**config.mk**
```make
export PLATFORM = sky130hd
export DESIGN_NAME = alu_mul_seq
export DESIGN_NICKNAME = d
export VERILOG_FILES = /design/src/rtl/alu_mul_seq.sv
export SDC_FILE = /design/constraint.sdc
export NUM_CORES = 1
export LEC_CHECK = 0
export ABC_AREA = 1
export CAP_MARGIN = 0
export CORE_UTILIZATION = 47
export DETAILED_ROUTE_END_ITERATION = 10
export PLACE_DENSITY = 0.81
export SETUP_SLACK_MARGIN = 0.2
export SLEW_MARGIN = 20
export SYNTH_ARGS = -nofsm -noshare
export SYNTH_HDL_FRONTEND = slang
export SYNTH_SLANG_ARGS = --single-unit
```
**constraint.sdc**
```tcl
create_clock -name clk -period 7.65 [get_ports clk]
set_input_delay 0.765 -clock clk [delete_from_list [all_inputs] [get_ports clk]]
set_output_delay 0.765 -clock clk [all_outputs]
set_load 0.005 [all_outputs]
```
**src/rtl/alu_mul_seq.sv**
```systemverilog
// Shift-and-add multiplier sequencer. Every accumulate is routed through the
// shared external ALU in ADD mode; the sequencer only shifts and steers.
module alu_mul_seq #(
    parameter int         WIDTH  = 32,
    parameter logic [2:0] OP_ADD = 3'd4
) (
    input  logic             clk,
    input  logic             rst,
    input  logic             start,
    input  logic [WIDTH-1:0] op_a,
    input  logic [WIDTH-1:0] op_b,
    output logic             busy,
    output logic             done,
    output logic [WIDTH-1:0] result,
    output logic [2:0]       alu_op,
    output logic [WIDTH-1:0] alu_a,
    output logic [WIDTH-1:0] alu_b,
    input  logic [WIDTH-1:0] alu_f
);

    typedef enum logic [1:0] {
        S_IDLE = 2'd0,
        S_RUN  = 2'd1,
        S_DONE = 2'd2
    } state_t;

    state_t           state_q, state_d;
    logic [WIDTH-1:0] acc_q, acc_d;
    logic [WIDTH-1:0] mcand_q, mcand_d;
    logic [WIDTH-1:0] mplier_q, mplier_d;
    logic [WIDTH-1:0] result_q, result_d;

    always_ff @(posedge clk or posedge rst) begin
        if (rst) begin
            state_q  <= S_IDLE;
            acc_q    <= '0;
            mcand_q  <= '0;
            mplier_q <= '0;
            result_q <= '0;
        end else begin
            state_q  <= state_d;
            acc_q    <= acc_d;
            mcand_q  <= mcand_d;
            mplier_q <= mplier_d;
            result_q <= result_d;
        end
    end

    always_comb begin
        state_d  = state_q;
        acc_d    = acc_q;
        mcand_d  = mcand_q;
        mplier_d = mplier_q;
        result_d = result_q;
        case (state_q)
            S_IDLE, S_DONE: begin
                if (start) begin
                    acc_d    = '0;
                    mcand_d  = op_a;
                    mplier_d = op_b;
                    state_d  = S_RUN;
                end else begin
                    state_d  = S_IDLE;
                end
            end
            S_RUN: begin
                // Early exit as soon as no multiplier bits remain to be consumed.
                if (mplier_q == '0) begin
                    result_d = acc_q;
                    state_d  = S_DONE;
                end else begin
                    if (mplier_q[0]) begin
                        acc_d = alu_f;
                    end
                    mcand_d  = {mcand_q[WIDTH-2:0], 1'b0};
                    mplier_d = {1'b0, mplier_q[WIDTH-1:1]};
                end
            end
            default: state_d = S_IDLE;
        endcase
    end

    assign busy   = (state_q == S_RUN);
    assign done   = (state_q == S_DONE);
    assign result = result_q;
    assign alu_op = OP_ADD;
    assign alu_a  = acc_q;
    assign alu_b  = mcand_q;

endmodule

```
==> results of run 1 <==
## flip-flops by register name, summed over array words and instances (netlist names)
signal	cells
state_q	2
alu_b	32
mplier_q	32
result	32
alu_a	32
## through the flow
step	power (mW)	hold slack, ns	setup WS, ns	cell area, sq um	instances
2_1_floorplan	1.46	0.469	3.42	5980	798
3_3_place_gp	1.89	0.461	4.70	7970	1117
3_5_place_dp	1.92	0.464	4.67	7970	1117
4_1_cts	2.74	0.480	4.23	8560	1149
5_1_grt	2.89	0.494	4.09	8560	1149
6_report	2.72	0.477	4.24	8560	1149
## cell families after synthesis
family / after synthesis
buffers and inverters: 59
DFF: 130
other: 2
and+or+nand+nor: 570
AOI/OAI and AO/OA: 36
## synthesized netlist by cell type (all sizes together)
library cell    n
nand2         481
clkbuf          9
nand3          67
inv             7
o21ai          35
dfrtp         130
o221ai          1
nor2           22
conb            2
buf            43
## area by class of cell
cell class	count	area, sq um
Sequential cell	130	3250
Clock buffer	21	450
Timing Repair Buffer	203	2010
Fill cell	1039	3650
Inverter	7	32.5
Multi-Input combinational cell	609	2460
Clock inverter	11	136
Tap cell	168	210
## layer usage
metal  vias to the layer above  track usage  part of all wire
met4                         0       0.0857             0.017
met3                        23       0.0654             0.068
met2                       235        0.431              0.49
li1                       2820            -                 -
met1                      2666        0.338              0.43
met5                         -            0                 0
## layout by cell type, fill, tap and decap left out
cell type / netlist / final
buf_4: 4 / 7
o21ai_1: 31 / 30
o21ai_0: 4 / 4
inv_2: 3 / 2
inv_6: 0 / 1
clkbuf_16: 0 / 17
nand2_4: 0 / 1
dfrtp_1: 130 / 130
o21ai_4: 0 / 1
o221ai_4: 1 / 1
nor2_1: 21 / 21
bufinv_16: 0 / 3
clkdlybuf4s50_1: 0 / 196
clkinv_4: 0 / 1
clkinvlp_4: 0 / 1
nand2_1: 481 / 479
nand3_1: 67 / 67
clkbuf_1: 9 / 3
conb_1: 2 / 3
inv_1: 4 / 3
clkbuf_8: 0 / 1
nand2_2: 0 / 1
clkinv_2: 0 / 7
nor2_4: 1 / 1
## worst min path at each step
| stage | slack [ns] | depth (start not counted) | from | end |
|---|---|---|---|---|
| 2_1_floorplan | 0.47 | 2 | mplier_q[31] | mplier_q[31] |
| 3_3_place_gp | 0.46 | 2 | result[24] | result[24] |
| 3_5_place_dp | 0.46 | 2 | result[23] | result[23] |
| 4_1_cts | 0.48 | 2 | result[23] | result[23] |
| 5_1_grt | 0.49 | 2 | result[27] | result[27] |
| 6_report | 0.48 | 2 | result[8] | result[8] |
## tightest hold or removal path, delay by kind of cell (launching register included)
| kind | cells | cell delay, ns |
|---|---|---|
| DFF | 1 | 0.34 |
| and+or+nand+nor | 2 | 0.10 |
## power by group through the flow
stage	combinational [mW]	clock, mW	sequential [mW]
4_1_cts	0.844	0.819	1.07
6_report	0.836	0.809	1.08
5_1_grt	0.934	0.847	1.11
3_3_place_gp	0.818	0	1.08
3_5_place_dp	0.839	0	1.08
2_1_floorplan	0.394	0	1.06
==> metrics.cfg, run 1 <==
[pwr]
pwr-share-comb = 0.307
p_int_mw = 1.87
clockPowerShare = 0.297
p_per_area_nw_per_um2 = 318
ir_drop_uv = 178
switchingPower_mw = 0.848
leakagePower_nw = 4.33
swShare = 0.312
seqPwrFrac = 0.395

[synth]
synth-xor-area-share = 0
syn_inst = 797
yosys-top-cells-area = dfrtp_1 (54%), nand2_1 (30%), nand3_1 (5.6%), buf_2 (3.1%), o21ai_1 (2.6%)
ys_seq_area_frac = 0.544
synth_mux_area_frac = 0
yosys.area.top_type = dfrtp_1
synth_area_sq_um = 5980
ys_types = 15
synth_fa_ha_area_frac = 0
yosys.area_share.simple = 0.373
synth_compound_area_frac = 0.0337
yosysWarnings = 0
synth_top_family_by_area = simple AND/OR/NAND/NOR gates
syn_avg_cell_area_sq_um = 7.50
synth_top_area_share = 0.544
ys_seq_elements = 130

[detailed_routing]
drt_drc_violations_left = 0
drt_iter0_drc = 563
via_per_inst = 5.00
vias = 5744
wl_per_cell_um = 14.3
first_pass_iters = 5
postRouteAntennaNets = 0
drt_wl_total_mm = 16.5

[critical_path]
r2r-end = result[11]
crit_chain = inv_2, nor2_4, buf_4, buf_4, clkdlybuf4s50_1
setup.worst_path.end = busy
path_buf_inv = 4
arrival_ns = 2.65
path_class = register to output pin
cp-end-kind = output pin
max_stage_delay_ns = 0.58
r2r-start = state_q[0]
worst-path-max-fanout = 60
cp.depth = 5
startpoint_type = register
slowest_stage = clkdlybuf4s50_1
worst_path_most_repeated_cell = buf_4
cp.required_ns = 6.88
crit_family = buffers and inverters
crit_path_start = state_q[0]
reg2reg_depth = 9
r2r_slack_ns = 4.77

[floorplan]
core_area_sq_um = 12200
dieWidth_um = 115
die_height_um = 115
initial_core_util = 0.489
ioPinCount = 200
rows = 40
dieArea_sq_um = 13200

[clock_network]
clkLatencyLatePin_ns = 0.42
hold_buffers = 0
cts_max_path_buffers = 2
cts.clk_slew.worst_paths_ns = 0.05
post_cts_buffers = 0
cts_resized = 0
cts_sinks = 130
h-tree-depth = 4
cts_root_buffer = clkbuf_16
cts_tree = yes
cts_made_buffers = 17

[placed_design]
post-dp-hpwl_mm = 10.4
io_buffers = 196
gp_congestion = 0.773

[flow_run]
drv_cap = 0

[timing]
tightest_slew_ns = 0.851
setup_viol = 0
finalHoldViolCount = 0
fin_crit_ns = 3.41
rsz0062_at_grt = false
setup_tns_ns = 0
skew_ns = 0.0116
slew_violations = 0
finalCritPeriodShare = 0.446
slew_headroom = 0.432
fmax_mhz = 293

[cells_and_area]
nNetsFinal = 1067
syn_to_final_growth_pct = 43.3
drive_gt1_frac = 0.0459
diodes = 0
fin_util = 0.701

[global_routing]
overflow = 0
grt_pass1_wl_mm = 26.5
antenna_found_initial = 0
grt_max_degree = 83
grt_pass1_vias = 5339
grt_use_total = 0.261

[status]
outcome = completed

[worst_hold_path]
hp-class = register to register

Note: power is estimated with default switching activity, not from simulation.
==> inputs of run 2 (changes only) <==
--- a/config.mk
+++ b/config.mk
@@ -7,9 +7,9 @@
 export LEC_CHECK = 0
 export ABC_AREA = 1
 export CAP_MARGIN = 0
-export CORE_UTILIZATION = 47
+export CORE_UTILIZATION = 46
 export DETAILED_ROUTE_END_ITERATION = 10
-export PLACE_DENSITY = 0.81
+export PLACE_DENSITY = 0.79
 export SETUP_SLACK_MARGIN = 0.2
 export SLEW_MARGIN = 20
 export SYNTH_ARGS = -nofsm -noshare
==> constraint.sdc (replaced) <==
create_clock -name clk -period 3.26 [get_ports clk]
set_input_delay 0.326 -clock clk [delete_from_list [all_inputs] [get_ports clk]]
set_output_delay 0.326 -clock clk [all_outputs]
set_load 0.005 [all_outputs]
==> run 2 against run 1 <==
Net effect:
- worst setup slack got worse by 3.1 ns
- largest cell class unchanged
- non-clock buffer count increased by 2
- first-iteration DRC count decreased by 22%
- critical path depth decreased by 2
==> metrics.cfg, run 2 (same netlist as run 1, synthesis figures left out) <==
[cells_and_area]
final.fill_count = 1050
layout_commonest_cell = nand2_1
nNetsFinal = 1069
final_cell_mix = nand2_1 (479), clkdlybuf4s50_1 (196), dfrtp_1 (130)
syn_to_final_growth_pct = 44.6
drive_gt1_frac = 0.0509
diodes = 0

[pwr]
seqPwrFrac = 0.390
leakagePower_nw = 4.35
total_power_mw = 6.44
pwr-share-comb = 0.308
p_int_mw = 4.43
ir_drop_uv = 401
p_per_area_nw_per_um2 = 746
clockPowerShare = 0.302
switchingPower_mw = 2.01
swShare = 0.313

[global_routing]
grt_use_total = 0.253
overflow = 0
grt_pass1_vias = 5313
grt_max_degree = 93
grt_pass1_wl_mm = 26.0
antenna_found_initial = 0

[timing]
slew_violations = 0
hold_ws_ns = 0.402
tightest_slew_ns = 0.780
finalHoldViolCount = 0
fin_crit_ns = 2.07
fmax_mhz = 483
setup_tns_ns = 0
slew_headroom = 0.479
setup_viol = 0
finalCritPeriodShare = 0.636
skew_ns = 0.00563
rsz0062_at_grt = false

[clock_network]
cts_resized = 0
cts_made_buffers = 17
clkLatencyLatePin_ns = 0.42
h-tree-depth = 4
cts_root_buffer = clkbuf_16
cts_tree = yes
cts_sinks = 130
cts.clk_slew.worst_paths_ns = 0.06
hold_buffers = 0
cts_max_path_buffers = 2
post_cts_buffers = 0

[placed_design]
io_buffers = 196
post-dp-hpwl_mm = 10.4
gp_congestion = 0.755

[floorplan]
dieArea_sq_um = 13500
core_area_sq_um = 12600
initial_core_util = 0.474
rows = 41
dieWidth_um = 116
die_height_um = 116
ioPinCount = 200

[critical_path]
worst-path-max-fanout = 5
crit_family = buffers and inverters
path_class = register to output pin
path_buf_inv = 2
cp.required_ns = 2.93
startpoint_type = register
max_stage_delay_ns = 0.55
slowest_stage = clkdlybuf4s50_1
arrival_ns = 1.75
crit_chain = inv_2, nor2_4, clkdlybuf4s50_1
cp-end-kind = output pin
r2r_slack_ns = 1.19

[detailed_routing]
wl_per_cell_um = 14.3
via_per_inst = 4.94
drt_wl_total_mm = 16.5
drt_drc_violations_left = 0
drt_iter0_drc = 437
vias = 5707
postRouteAntennaNets = 0
first_pass_iters = 4

[status]
outcome = completed

[worst_hold_path]
hp-class = primary input to asynchronous set/reset pin

[flow_run]
drv_cap = 0

run 2: changes by cell type in the layout (fill, tap and decap cells not counted), sizes merged:
cell / before / now
clkinvlp: 1 / 6
clkinv: 8 / 5
buf: 7 / 9
clkbuf: 21 / 19
run 2: through the flow:
stage          instance area [sq um]  instances  setup WS (ns)   util
5_1_grt                         8640       1155          0.959  0.685
6_report                        8640       1155           1.19  0.685
4_1_cts                         8640       1155           1.15  0.685
3_5_place_dp                    8030       1123           1.23  0.636
2_1_floorplan                   5980        798           1.32      -
3_3_place_gp                    8030       1123           1.23  0.636
run 2: layout make-up:
| cell class | count | area (sq um) | share of cell area |
|---|---|---|---|
| Clock buffer | 19 | 453 | 0.0524 |
| Clock inverter | 13 | 160 | 0.0185 |
| Inverter | 7 | 30.0 | 0.00348 |
| Multi-Input combinational cell | 609 | 2460 | 0.285 |
| Sequential cell | 130 | 3250 | 0.377 |
| Tap cell | 172 | 215 | 0.0249 |
| Timing Repair Buffer | 205 | 2070 | 0.239 |
run 2: layer usage:
metal	wire length, um	part of all wire	vias up	track usage
li1	-	-	2817	-
met1	7160	0.43	2637	0.332
met2	7750	0.47	211	0.394
met3	930	0.056	42	0.0575
met4	666	0.040	0	0.130
met5	0	0	-	0
run 2: path summary, 6_finish.rpt:
check                             from      endpoint  cells after the start
min reg2reg                 result[10]    result[10]                      2
max reg2reg                mplier_q[3]    result[18]                     10
max                         state_q[0]          busy                      3
min in group clk              alu_f[4]      alu_a[4]                      3
min                                rst    result[18]                      2
max in group asynchronous          rst  mplier_q[27]                      3
run 2: power groups by stage:
| stage | combinational [mW] | clock [mW] | sequential, mW |
|---|---|---|---|
| 6_report | 1.98 | 1.94 | 2.51 |
| 5_1_grt | 2.23 | 2.05 | 2.59 |
| 3_5_place_dp | 1.99 | 0 | 2.53 |
| 3_3_place_gp | 1.95 | 0 | 2.51 |
| 4_1_cts | 2.01 | 1.97 | 2.51 |
| 2_1_floorplan | 0.925 | 0 | 2.49 |
run 2: worst register-to-register path: cells and delay by family, from the launching register on:
family | cells | cell delay [ns]
simple gates | 8 | 0.86
buf+inv | 2 | 0.74
flops | 1 | 0.39
